===== config.mk =====
export PLATFORM = sky130hd
export DESIGN_NAME = univ_shift_reg
export DESIGN_NICKNAME = d
export VERILOG_FILES = /design/src/rtl/univ_shift_reg.sv
export SDC_FILE = /design/constraint.sdc
export NUM_CORES = 1
export LEC_CHECK = 0
export CAP_MARGIN = 20
export CORE_AREA = 2 2 40 42
export DETAILED_ROUTE_END_ITERATION = 8
export DIE_AREA = 0 0 42 44
export GPL_ROUTABILITY_DRIVEN = 0
export PLACE_DENSITY_LB_ADDON = 0.1
export SLEW_MARGIN = 25
export SYNTH_ARGS = -nofsm -noshare
export SYNTH_HDL_FRONTEND = slang
export SYNTH_SLANG_ARGS = --single-unit

===== constraint.sdc =====
create_clock -name clk -period 1.4 [get_ports clk]
set_input_delay 0.28 -clock clk [delete_from_list [all_inputs] [get_ports clk]]
set_output_delay 0.28 -clock clk [all_outputs]
set_load 0.01 [all_outputs]

===== src/rtl/univ_shift_reg.sv =====
// Parametrised universal shift register: hold, logical/arithmetic shift, rotate,
// parallel load and clear, with a word counter and a registered word-complete pulse.
module univ_shift_reg #(
  parameter int WIDTH = 4,
  parameter int CW    = $clog2(WIDTH + 1)
) (
  input  logic             clk,
  input  logic             reset,
  input  logic             en,
  input  logic [2:0]       mode,
  input  logic             sin_r,
  input  logic             sin_l,
  input  logic [WIDTH-1:0] pin,
  output logic [WIDTH-1:0] pout,
  output logic             sout_r,
  output logic             sout_l,
  output logic [CW-1:0]    cnt,
  output logic             done
);

  localparam logic [2:0] MODE_HOLD  = 3'b000;
  localparam logic [2:0] MODE_SHR   = 3'b001;
  localparam logic [2:0] MODE_SHL   = 3'b010;
  localparam logic [2:0] MODE_ROR   = 3'b011;
  localparam logic [2:0] MODE_ROL   = 3'b100;
  localparam logic [2:0] MODE_LOAD  = 3'b101;
  localparam logic [2:0] MODE_ASR   = 3'b110;
  localparam logic [2:0] MODE_CLEAR = 3'b111;

  localparam logic [CW-1:0] LAST_CNT = CW'(WIDTH - 1);
  localparam logic [CW-1:0] CNT_ONE  = CW'(1);

  logic [WIDTH-1:0] q_r;
  logic [WIDTH-1:0] q_next_s;
  logic [CW-1:0]    cnt_r;
  logic [CW-1:0]    cnt_next_s;
  logic             done_r;
  logic             done_next_s;
  logic             shift_op_s;
  logic             restart_s;

  // Datapath next-state and operation classification.
  always_comb begin
    q_next_s   = q_r;
    shift_op_s = 1'b0;
    restart_s  = 1'b0;
    if (en) begin
      case (mode)
        MODE_HOLD:  q_next_s = q_r;
        MODE_SHR: begin
          q_next_s   = {sin_r, q_r[WIDTH-1:1]};
          shift_op_s = 1'b1;
        end
        MODE_SHL: begin
          q_next_s   = {q_r[WIDTH-2:0], sin_l};
          shift_op_s = 1'b1;
        end
        MODE_ROR: begin
          q_next_s   = {q_r[0], q_r[WIDTH-1:1]};
          shift_op_s = 1'b1;
        end
        MODE_ROL: begin
          q_next_s   = {q_r[WIDTH-2:0], q_r[WIDTH-1]};
          shift_op_s = 1'b1;
        end
        MODE_LOAD: begin
          q_next_s  = pin;
          restart_s = 1'b1;
        end
        MODE_ASR: begin
          q_next_s   = {q_r[WIDTH-1], q_r[WIDTH-1:1]};
          shift_op_s = 1'b1;
        end
        MODE_CLEAR: begin
          q_next_s  = {WIDTH{1'b0}};
          restart_s = 1'b1;
        end
        default: q_next_s = q_r;
      endcase
    end else begin
      q_next_s = q_r;
    end
  end

  // Word counter: wraps on the WIDTH-th shift and raises done for one cycle.
  always_comb begin
    cnt_next_s  = cnt_r;
    done_next_s = 1'b0;
    if (shift_op_s) begin
      if (cnt_r == LAST_CNT) begin
        cnt_next_s  = {CW{1'b0}};
        done_next_s = 1'b1;
      end else begin
        cnt_next_s  = cnt_r + CNT_ONE;
        done_next_s = 1'b0;
      end
    end else if (restart_s) begin
      cnt_next_s  = {CW{1'b0}};
      done_next_s = 1'b0;
    end else begin
      cnt_next_s  = cnt_r;
      done_next_s = 1'b0;
    end
  end

  // State registers; reset dominates en and mode and abandons any partial word.
  always_ff @(posedge clk) begin
    if (reset) begin
      q_r    <= {WIDTH{1'b0}};
      cnt_r  <= {CW{1'b0}};
      done_r <= 1'b0;
    end else begin
      q_r    <= q_next_s;
      cnt_r  <= cnt_next_s;
      done_r <= done_next_s;
    end
  end

  assign pout   = q_r;
  assign sout_r = q_r[0];
  assign sout_l = q_r[WIDTH-1];
  assign cnt    = cnt_r;
  assign done   = done_r;

endmodule


== After elaboration in Yosys (flattened, before gate mapping) ==
Cells that the tools add are included.

* ROM bits: 0
* Memory bits (writable): 0
* Input port bits: 12
* Bits in latches: 0
* Word-level logic and storage cells: 32
* Memories: 0
* Bits in registers: 8
* Output and inout port bits: 10

* Div/mod/pow operators: 0
* Equal/unequal tests: 8
* Bitwise gates (word level): 3
* Reductions and logical operators: 7
* $add $sub $neg: 1
* $mul: 0
* $lt $le $gt $ge: 0
* Shifts and indexed selects: 0
* Mux-type cells: 9

{| class="wikitable"
|+ Operators with widths
! operator !! number
|-
| $pmux 4 s7 || 1
|-
| $eq 3x3->1 const B || 4
|-
| $eq 3x2->1 const B || 3
|-
| $mux 3 || 3
|-
| $mux 1 || 5
|-
| $reduce_or 5->1 || 1
|-
| $reduce_or 2->1 || 2
|-
| $add 3x1->3 const B || 1
|-
| $eq 3x1->1 const B || 1
|-
| $logic_not 3->1 || 1
|-
| $not 1->1 || 3
|-
| $reduce_and 3->1 || 1
|-
| $reduce_and 2->1 || 1
|-
| $reduce_bool 2->1 || 1
|}

== Depth between registers and ports, before layout ==
* Word-level depth: 6
* Mapped depth: 4
* Gate-level depth less buffers: 4

== Worst setup path before layout ==
OpenSTA, ideal clock, no wires.

* Path type: input to register
* Start point: input port mode[1]
* End point: register q_r[0] (netlist: pout[0])
* Required time: 1266 ps
* Buffers on the path: 1
* Setup time: 134 ps
* Slack: 354 ps
* Arrival: 912 ps
* Stages: 4
* Cells stage by stage: buf_6 -> o31a_2 -> o21ai_1 -> a41oi_1

* Cells in the longest elaborated chain, start to end: 3
* Elaborated cells on any way between the ends: 11
* Classes of those cells: eq/ne (7); mux (1); bitwise (1); reduce/logical (2)

{| class="wikitable"
|+ RTL lines
! element !! line !! source
|-
| start, declared || 10 || <nowiki>input logic [2:0] mode,</nowiki>
|-
| branches (longest 3 deep; another with $pmux 4 s7) || -- ||
|-
| end signal, assigned || 109 || <nowiki>q_r <= {WIDTH{1'b0}};</nowiki>
|-
| end signal, assigned || 113 || <nowiki>q_r <= q_next_s;</nowiki>
|-
| end, declared || 33 || <nowiki>logic [WIDTH-1:0] q_r;</nowiki>
|}

Parallel ways; which one is timed is not known.
A chain may end at the register's enable or synchronous reset.

== Final worst setup path ==
* Start point: register done_r (netlist: done)
* End point: output port done

{| class="wikitable"
|+ RTL lines
! element !! line !! source
|-
| start, declared || 37 || <nowiki>logic done_r;</nowiki>
|-
| start signal, assigned || 115 || <nowiki>done_r <= done_next_s;</nowiki>
|-
| end, declared || 18 || <nowiki>output logic done</nowiki>
|}

No word-level cell between the ends.

==> results.yml <==
sta:
  tightest_slew_ns: 0.237
  fin_ws_ns: 0.0380
  hold_slack_ns: 0.465
  max-slew-margin-rel_pct: 84.2
  rsz0062_at_grt: "false"
  drv_slew: 0
  finalSetupViolations: 0
  final_hold_viol_count: 0
  fin_crit_sh_pct: 97.3
  fmax_mhz: 734
  skew_ns: 0.00929
  period_needed_ns: 1.36
logic_synthesis:
  synth_area_leader_cell: "dfxtp_1"
  synth-seq-cells: 8
  synth.area.mux_share_pct: 0
  seq_area_frac_synth_pct: 29.0
  synth_compound_area_share_pct: 35.3
  mappedNetlistNets: 77
  async_flop_share_pct: 0
  synth_top_family_by_area: "compound AO/OA/AOI/OAI gates"
  synth_ff_type: "dfxtp_1"
  synth_top_cell_area_share_pct: 29.0
  yosys-top-cells-count: "8 x dfxtp_1, 7 x nand2_1, 4 x o21ai_0"
  synth-adder-area-share_pct: 2.26
  synth_edf_count: 0
  yosysUniqueCellTypes: 32
  synth.most_common_cell: "dfxtp_1"
  syn-cell-area_um2: 553
  avgSynthCellArea_um2: 8.64
  yosys.area_share.simple_pct: 22.9
  syn_inst: 64
  synthTopCellsByArea: "dfxtp_1 29%, nand2_1 4.8%, a41oi_1 4.8%"
  synthXorXnorAreaFrac_pct: 1.58
  yosysWarnings: 0
critical_path:
  reg2reg_depth: 4
  critPathBufInv: 1
  crit_chain: "clkdlybuf4s50_1"
  end_kind: "output port"
  r2r_end: "pout[0]"
  r2r_setup_slack_ns: 0.33
  cp.required_ns: 1.12
  critPathKind: "reg2out"
  critical_path.slowest_cell: "clkdlybuf4s50_1"
  max_stage_delay_ns: 0.52
  reg2reg_from: "pout[3]"
  worstPathMaxFanout: 1
  crit_path_start_kind: "flop"
  critPathTopFamily: "buffers and inverters"
  arrival_ns: 1.08
power_and_ir_drop:
  internal_power_mw: 0.440
  vdd_drop_max_mv: 0.392
  pwr-share-clk_pct: 29.0
  powerDensity_nw_per_um2: 703
  finalPower_mw: 0.609
  comb_power_share_pct: 29.7
  p_leak_nw: 0.402
  p_seq_share_pct: 41.3
  switching_share_pct: 27.7
  p_sw_mw: 0.168
cts:
  cts_htree_levels: 1
  cts_made_buffers: 3
  postCtsSetupRepairBufs: 0
  cts.clk_slew.worst_paths_ns: 0.06
  cts_root_buffer: "clkbuf_4"
  clk-insertion-delay-late_ns: 0.26
  cts.sinks: 8
  cts_max_path_buffers: 2
  cts_tree: "built"
worst_hold_path:
  min_to: "cnt[1]"
  hp-class: "reg2reg"
  whs_path_depth: 2
  hp-start: "cnt[1]"
die:
  die-height_um: 44
  dieWidth_um: 42
  core_area_um2: 1420
  ios: 22
  num_rows: 14
  fp.dieArea_um2: 1850
  initial_core_util_pct: 39.0
run_status:
  status: "finished clean"
route:
  antenna_left: 0
  drcViolationCount: 0
  viasPerCell: 5.29
  routedWlPerCell_um: 13.1
  vias: 587
  first_iter_violations: 4
  drtPass1Iterations: 4
  routed_wl_um: 1450
global_routing:
  grt_max_degree: 15
  grt_overflow: 0
  grt_usage_pct: 18.2
  grt_pass1_wl_um: 2450
  grt_pass1_vias: 565
  antenna_found_initial: 0
cells_and_area:
  layout.nets: 110
  stdcell_count: 111
  design_area_um2: 866
  final_layout_size_suffix_gt1_share_pct: 23.2
  antennaDiodeCount: 0
  syn_to_final_growth_pct: 56.6
placed_design:
  placed_area_um2: 831
  port_buffers: 21
  hpwl_um: 1080
  pre_cts_ws_ns: -0.207
  dp.cells: 108
run:
  max-cap-violations: 0
==> power by group through the flow <==
stage / registers [mW] / clock network [mW] / logic (mW)
finish: 0.252 / 0.176 / 0.181
global route: 0.254 / 0.195 / 0.196
CTS: 0.252 / 0.188 / 0.174
detailed placement: 0.257 / 0 / 0.183
global placement: 0.256 / 0 / 0.183
floorplan: 0.260 / 0 / 0.0842
==> how the worst max path moves through the flow <==
stage            start      end  slack (ns)  depth (start not counted)
2_1_floorplan  mode[1]  pout[0]        0.35                          4
3_3_place_gp   mode[0]   cnt[0]       -0.22                          5
3_5_place_dp   mode[2]  pout[3]       -0.21                          5
4_1_cts           done     done        0.02                          1
5_1_grt           done     done       0.009                          1
6_report          done     done        0.04                          1
==> through the flow <==
| stage | utilization (%) | TNS (ns) |
|---|---|---|
| 6_report | 61.0 | 0 |
| 2_1_floorplan | - | 0 |
| 3_3_place_gp | 58.6 | -1.50 |
| 5_1_grt | 61.0 | 0 |
| 4_1_cts | 59.4 | 0 |
| 3_5_place_dp | 58.6 | -1.35 |
==> cell usage in the layout (no fill, tap or decap) <==
master           netlist  final
clkdlybuf4s50_1        0     11
buf_4                  2     11
dlygate4sd2_1          0      9
nand2_1                7      7
dfxtp_1                8      7
o21ai_1                3      5
and3b_1                3      3
a41oi_1                3      3
a21oi_1                3      3
clkbuf_4               0      3
and2b_1                2      2
o21ai_0                4      2
inv_1                  2      2
nand2b_1               2      2
a21boi_0               2      2
o21bai_1               2      2
or2b_1                 2      2
a221o_1                1      1
nor2_2                 1      1
o31a_2                 1      1
o31ai_4                0      1
o211a_1                1      1
nor3_1                 1      1
nand3_1                1      1
nand4b_1               1      1
a21boi_1               1      1
xor2_2                 0      1
or2_2                  1      1
a22oi_1                1      1
o211ai_1               1      1
o21a_1                 1      1
o32ai_2                1      1
ha_1                   1      1
dlymetal6s2s_1         0      1
buf_6                  2      1
dfxtp_2                0      1
==> tightest hold or removal path: cells and delay by family, from the launching register on <==
kind	cells	cell delay (ns)
flops	1	0.31
simple gates	1	0.06
compound gates	1	0.05
==> logic make-up (layout without fill, tap and decap cells) <==
logic type,Yosys count,in the layout
AO/OA/AOI/OAI,26,26
XOR/XNOR,1,1
adder cells (fa/ha/maj),1,1
buffers and inverters,7,38
flip-flops,8,8
AND/OR/NAND/NOR,21,21
==> state kept, by name, indices dropped and copies added, names as in the netlist <==
signal,flops
pout,4
done,1
cnt,3
==> metal layers <==
layer  up-vias  global-route usage, %  routed length (um)
li1        298                      -                   -
met1       269                   21.2                 640
met2        18                   30.6                 714
met3         2                   7.08                  88
met4         0                   5.81                   9
met5         -                      0                   0
==> final cells by class <==
type	count	area [um^2]
Sequential cell	8	161
Multi-Input combinational cell	49	359
Clock buffer	3	22.5
Timing Repair Buffer	33	295
Fill cell	133	553
Inverter	2	7.51
Tap cell	16	20.0
==> timing repair <==
item                                    in CTS  in global routing
hold buffers                                 0                  0
endpoints found under the setup margin       9                  5
resized for setup                           10                  6
endpoints found under the hold margin        0                  0
Note: power is estimated with default switching activity, not from simulation.
